[src/rtl/dmem_readback.sv]
// dmem_readback: walks a word-aligned data-memory range through a synchronous read port
// and streams the words out of a 2-entry FIFO over a valid/ready handshake.
module dmem_readback #(
  parameter int CNT_W    = 16,
  parameter int ADR_STEP = 4
) (
  input  logic             clk,
  input  logic             reset_n,
  input  logic             start,
  input  logic [31:0]      base_adr,
  input  logic [CNT_W-1:0] word_count,
  input  logic             abort,
  output logic             busy,
  output logic             done,
  output logic             Ext_MemRead,
  output logic [31:0]      Ext_ReadAdr,
  input  logic [31:0]      Ext_ReadData,
  output logic             out_valid,
  output logic [31:0]      out_data,
  output logic [CNT_W-1:0] out_index,
  input  logic             out_ready
);
  typedef enum logic [1:0] {IDLE, RUN, DRAIN} state_t;
  state_t state, state_n;
  logic [31:0] base, t_data;
  logic [CNT_W-1:0] count, issued, infl_idx, t_idx;
  logic [1:0] occ;
  logic infl, zdone, pop, accept, kill, drained;
  assign accept      = state == IDLE && start && word_count != '0;
  assign kill        = state != IDLE && abort;
  assign pop         = out_valid && out_ready;
  assign out_valid   = occ != 2'd0;
  assign busy        = state != IDLE;
  assign drained     = !infl && occ == 2'd0;
  assign done        = zdone || (state == DRAIN && drained && !abort);
  // a read may reuse the slot being popped this very cycle, so the FIFO never overflows
  assign Ext_MemRead = state == RUN && (occ == 2'd0 || (occ == 2'd1 && !infl) || pop);
  assign Ext_ReadAdr = base + 32'(ADR_STEP) * 32'(issued);
  always_comb begin
    state_n = state;
    case (state)
      IDLE:    state_n = accept ? RUN : IDLE;
      RUN:     state_n = abort ? IDLE : (Ext_MemRead && issued == count - 1'b1) ? DRAIN : RUN;
      DRAIN:   state_n = (abort || drained) ? IDLE : DRAIN;
      default: state_n = IDLE;
    endcase
  end
  always_ff @(posedge clk or negedge reset_n)
    if (!reset_n) begin
      state     <= IDLE;
      base      <= '0;
      count     <= '0;
      issued    <= '0;
      infl      <= 1'b0;
      infl_idx  <= '0;
      zdone     <= 1'b0;
      occ       <= '0;
      out_data  <= '0;
      out_index <= '0;
      t_data    <= '0;
      t_idx     <= '0;
    end else begin
      state <= state_n;
      zdone <= state == IDLE && start && word_count == '0;
      infl  <= Ext_MemRead && !kill;
      if (accept) begin
        base   <= base_adr;
        count  <= word_count;
        issued <= '0;
      end else if (Ext_MemRead) issued <= issued + 1'b1;
      if (Ext_MemRead) infl_idx <= issued;
      if (kill) occ <= '0;
      else begin
        occ <= occ + {1'b0, infl} - {1'b0, pop};
        if (infl && (occ == 2'd0 || (pop && occ == 2'd1))) {out_data, out_index} <= {Ext_ReadData, infl_idx};
        else if (pop) {out_data, out_index} <= {t_data, t_idx};
        if (infl && (occ == 2'd2 || (occ == 2'd1 && !pop))) {t_data, t_idx} <= {Ext_ReadData, infl_idx};
      end
    end
endmodule
[config.mk]
export PLATFORM = sky130hd
export DESIGN_NAME = dmem_readback
export DESIGN_NICKNAME = d
export VERILOG_FILES = /design/src/rtl/dmem_readback.sv
export SDC_FILE = /design/constraint.sdc
export NUM_CORES = 1
export LEC_CHECK = 0
export CORE_MARGIN = 1
export CORE_UTILIZATION = 45
export CTS_CLUSTER_DIAMETER = 120
export DETAILED_ROUTE_END_ITERATION = 10
export PLACE_DENSITY = 0.8
export SETUP_SLACK_MARGIN = 0.1
export SLEW_MARGIN = 20
export SYNTH_ARGS = -nofsm -noshare
export SYNTH_HDL_FRONTEND = slang
export SYNTH_SLANG_ARGS = --single-unit
[constraint.sdc]
create_clock -name clk -period 3.85 [get_ports clk]
set_input_delay 1.155 -clock clk [delete_from_list [all_inputs] [get_ports clk]]
set_output_delay 1.155 -clock clk [all_outputs]
set_load 0.01 [all_outputs]
==> results.sh <==
export IMPL_run_status="complete, but fails checks"
export IMPL_violations="negative setup slack"
export IMPL_fin_cells=1416
export IMPL_ys_types=60
export IMPL_leakage_nw=5.67
export IMPL_max_freq_ghz=0.254
export IMPL_portBuffers=168
export IMPL_cts_buffer_depth=2
export IMPL_cts_htree_levels=4
export IMPL_cts_hold_buf=0
export IMPL_start_util_pct=46.4
export IMPL_synth_top_cell_by_area="dfrtp_1"
export IMPL_finalSetupViolations=5
export IMPL_synth_area_leaders="dfrtp_1, nand2_1, mux2_2, mux2i_1, o21ai_0"
export IMPL_arrival_ps=2780
export IMPL_dp_slack_ps=-240
export IMPL_totalWireLength_mm=21.7
export IMPL_period_share_pct=102
export IMPL_vias=7432
export IMPL_yosys_warnings=0
export IMPL_cpMaxStageDelayCell="or3_4"
export IMPL_layout_setup_ws_ps=-87.7
export IMPL_die_w_um=145
export IMPL_cts_sinks=182
export IMPL_setup_tns_ps=-266
export IMPL_cp_start_kind="flip-flop"
export IMPL_synth_cells=941
export IMPL_synth_compound_area_share_pct=8.81
export IMPL_ir_worst_vdd_mv=0.355
export IMPL_ant_nets=0
export IMPL_ys_flop_type="dfrtp_1"
export IMPL_gp_routability_congestion=0.894
export IMPL_slew_headroom_pct=55.3
export IMPL_cp_max_fo=4
export IMPL_numCtsBuffers=17
export IMPL_drc_errors=0
export IMPL_avgViaCountPerCell=5.25
export IMPL_synth_xor_area_share_pct=5.98
export IMPL_grt_max_degree=73
export IMPL_report_final_slew_viol_count=0
export IMPL_max_slew_worst_pin_slew_ps=670
export IMPL_pin_count=169
export IMPL_synth_fa_ha_area_share_pct=2.95
export IMPL_crit_type="flip-flop to primary output"
export IMPL_finalClockSkew_ps=8.02
export IMPL_synth_top_family_by_area="simple AND/OR/NAND/NOR gates"
export IMPL_post_drt_wl_per_cell_um=15.3
export IMPL_synth_top_cell_area_share_pct=49.7
export IMPL_yosysSeqAreaShare_pct=49.7
export IMPL_drt_first_pass_iters=4
export IMPL_fin_crit_ps=3940
export IMPL_r2r_setup_slack_ps=1340
export IMPL_fp_dieH_um=145
export IMPL_p_per_area_nw_per_um2=544
export IMPL_antennaDiodeCount=0
export IMPL_dieArea_um2=20900
export IMPL_crit_chain="ha_2 > inv_2 > fa_2 > nand2b_4 > a211oi_4 > o31ai_4 > or3_4 > a31oi_4 > xor2_1 > buf_2"
export IMPL_insertion_delay_ps=430
export IMPL_maxCapViolations=0
export IMPL_synthMuxAreaShare_pct=11.5
export IMPL_syn_area_um2=9160
export IMPL_yosysMostFrequentCell="nand2_1"
export IMPL_area_growth_pct=34.5
export IMPL_finalNetCount=1244
export IMPL_synth_commonest_cells="nand2_1, dfrtp_1, o21ai_0, mux2i_1, mux2_2"
export IMPL_cts_tree="done"
export IMPL_grt_pass1_wl_mm=35.2
export IMPL_grtUsageTotal_pct=21.6
export IMPL_synthSimpleGateAreaFrac_pct=18.2
export IMPL_critPathMaxStageDelay_ps=420
export IMPL_drive_gt1_share_pct=18.2
export IMPL_synth_seq_cells=182
export IMPL_syn_nets=1047
export IMPL_rsz0062_at_grt="true"
export IMPL_cp_required_ps=2690
export IMPL_grt_pass1_vias=7328
export IMPL_antenna_found_initial=0
export IMPL_row_count=51
export IMPL_avgSynthCellArea_um2=9.73
export IMPL_critPathCaptureType="primary output"
export IMPL_grt_overflow=0
export IMPL_core_area_um2=19700
export IMPL_clk_pin_slew_worst_paths_ps=70
export IMPL_hpwlAfterDp_mm=15.0
export IMPL_final_util_pct=62.5
export IMPL_hold_violations=0
export IMPL_ys_async_sr_fraction_pct=100
export IMPL_dp_cells=1369
export IMPL_root_buffer="clkbuf_16"
export IMPL_synth_edff_count=0
export IMPL_drt_initial_drc_count=360
export IMPL_hold_class="flip-flop to flip-flop"
-- worst max-delay path: cells and delay by family (launching register included) --
| family | cells | cell delay [ps] |
|---|---|---|
| simple gates | 2 | 580 |
| xor+xnor | 1 | 160 |
| compound gates | 3 | 550 |
| fa+ha+maj | 2 | 520 |
| buf+inv | 2 | 190 |
| flops | 1 | 350 |
-- final timing paths --
| path | start | endpoint | cells after the start |
|---|---|---|---|
| worst max-delay path | base[2] | Ext_ReadAdr[30] | 10 |
| worst min-delay path | out_data[21] | out_data[21] | 2 |
| worst max register to register | count[8] | state[0] | 6 |
| worst min register to register | out_data[21] | out_data[21] | 2 |
| max in group asynchronous | reset_n | infl_idx[11] | 2 |
| min in group asynchronous | reset_n | out_data[23] | 1 |
-- metal layers --
metal  GRT usage [%]  wire length (um)  vias to the layer above
met5               0                 0                        -
met3            4.15              1330                       41
li1                -                 -                     3607
met2            36.7             10400                      212
met1            27.4              9580                     3572
met4            7.98               425                        0
-- stage by stage --
step	hold WS (ps)	cell area, um^2	power (mW)
2_1_floorplan	447	9160	3.98
3_3_place_gp	460	11400	4.94
3_5_place_dp	469	11400	5.03
4_1_cts	486	12200	6.75
5_1_grt	507	12300	7.14
6_report	479	12300	6.71
-- timing repair --
action	in CTS	in global routing
endpoints found under the setup margin	25	23
setup buffers	9	6
pin swaps	24	16
gates resized for setup	116	26
-- flip-flops by register name, summed over array words and instances (netlist names) --
signal	cells
zdone	1
base	32
occ	2
issued	16
infl	1
state	2
count	16
t_data	32
out_index	16
t_idx	16
out_data	32
infl_idx	16
-- layout make-up --
cell class	instances	area (um^2)
clock buffers	17	425
repair buffers	228	2130
clock inverters	15	161
inverters	13	48.8
well taps	265	332
multi-input cells	696	4660
flip-flops and latches	182	4550
fillers	1550	7400
-- cell usage in the layout, fill, tap and decap left out, types with 17 or more instances in the layout --
cell type and count:
mux2_2 48, clkbuf_16 17, nor2_1 31, dfrtp_1 182, buf_4 47, o21ai_0 64, xnor2_1 24, mux2i_1 51
xor2_1 34, nand2_1 253, a21oi_1 19, clkdlybuf4s50_1 142
-- report_power, final --
group | internal (mW) | switching, mW
Combinational | 1.18 | 1.10
Clock | 0.871 | 0.832
Sequential | 2.39 | 0.325
-- cell families after synthesis --
| group | Yosys count |
|---|---|
| AOI/OAI and AO/OA | 138 |
| DFF | 182 |
| muxes | 99 |
| adders and majority gates | 21 |
| and+or+nand+nor | 377 |
| xor gates and xnor gates | 61 |
| buffers and inverters | 63 |
No activity file was read; power rests on OpenSTA's default activity.
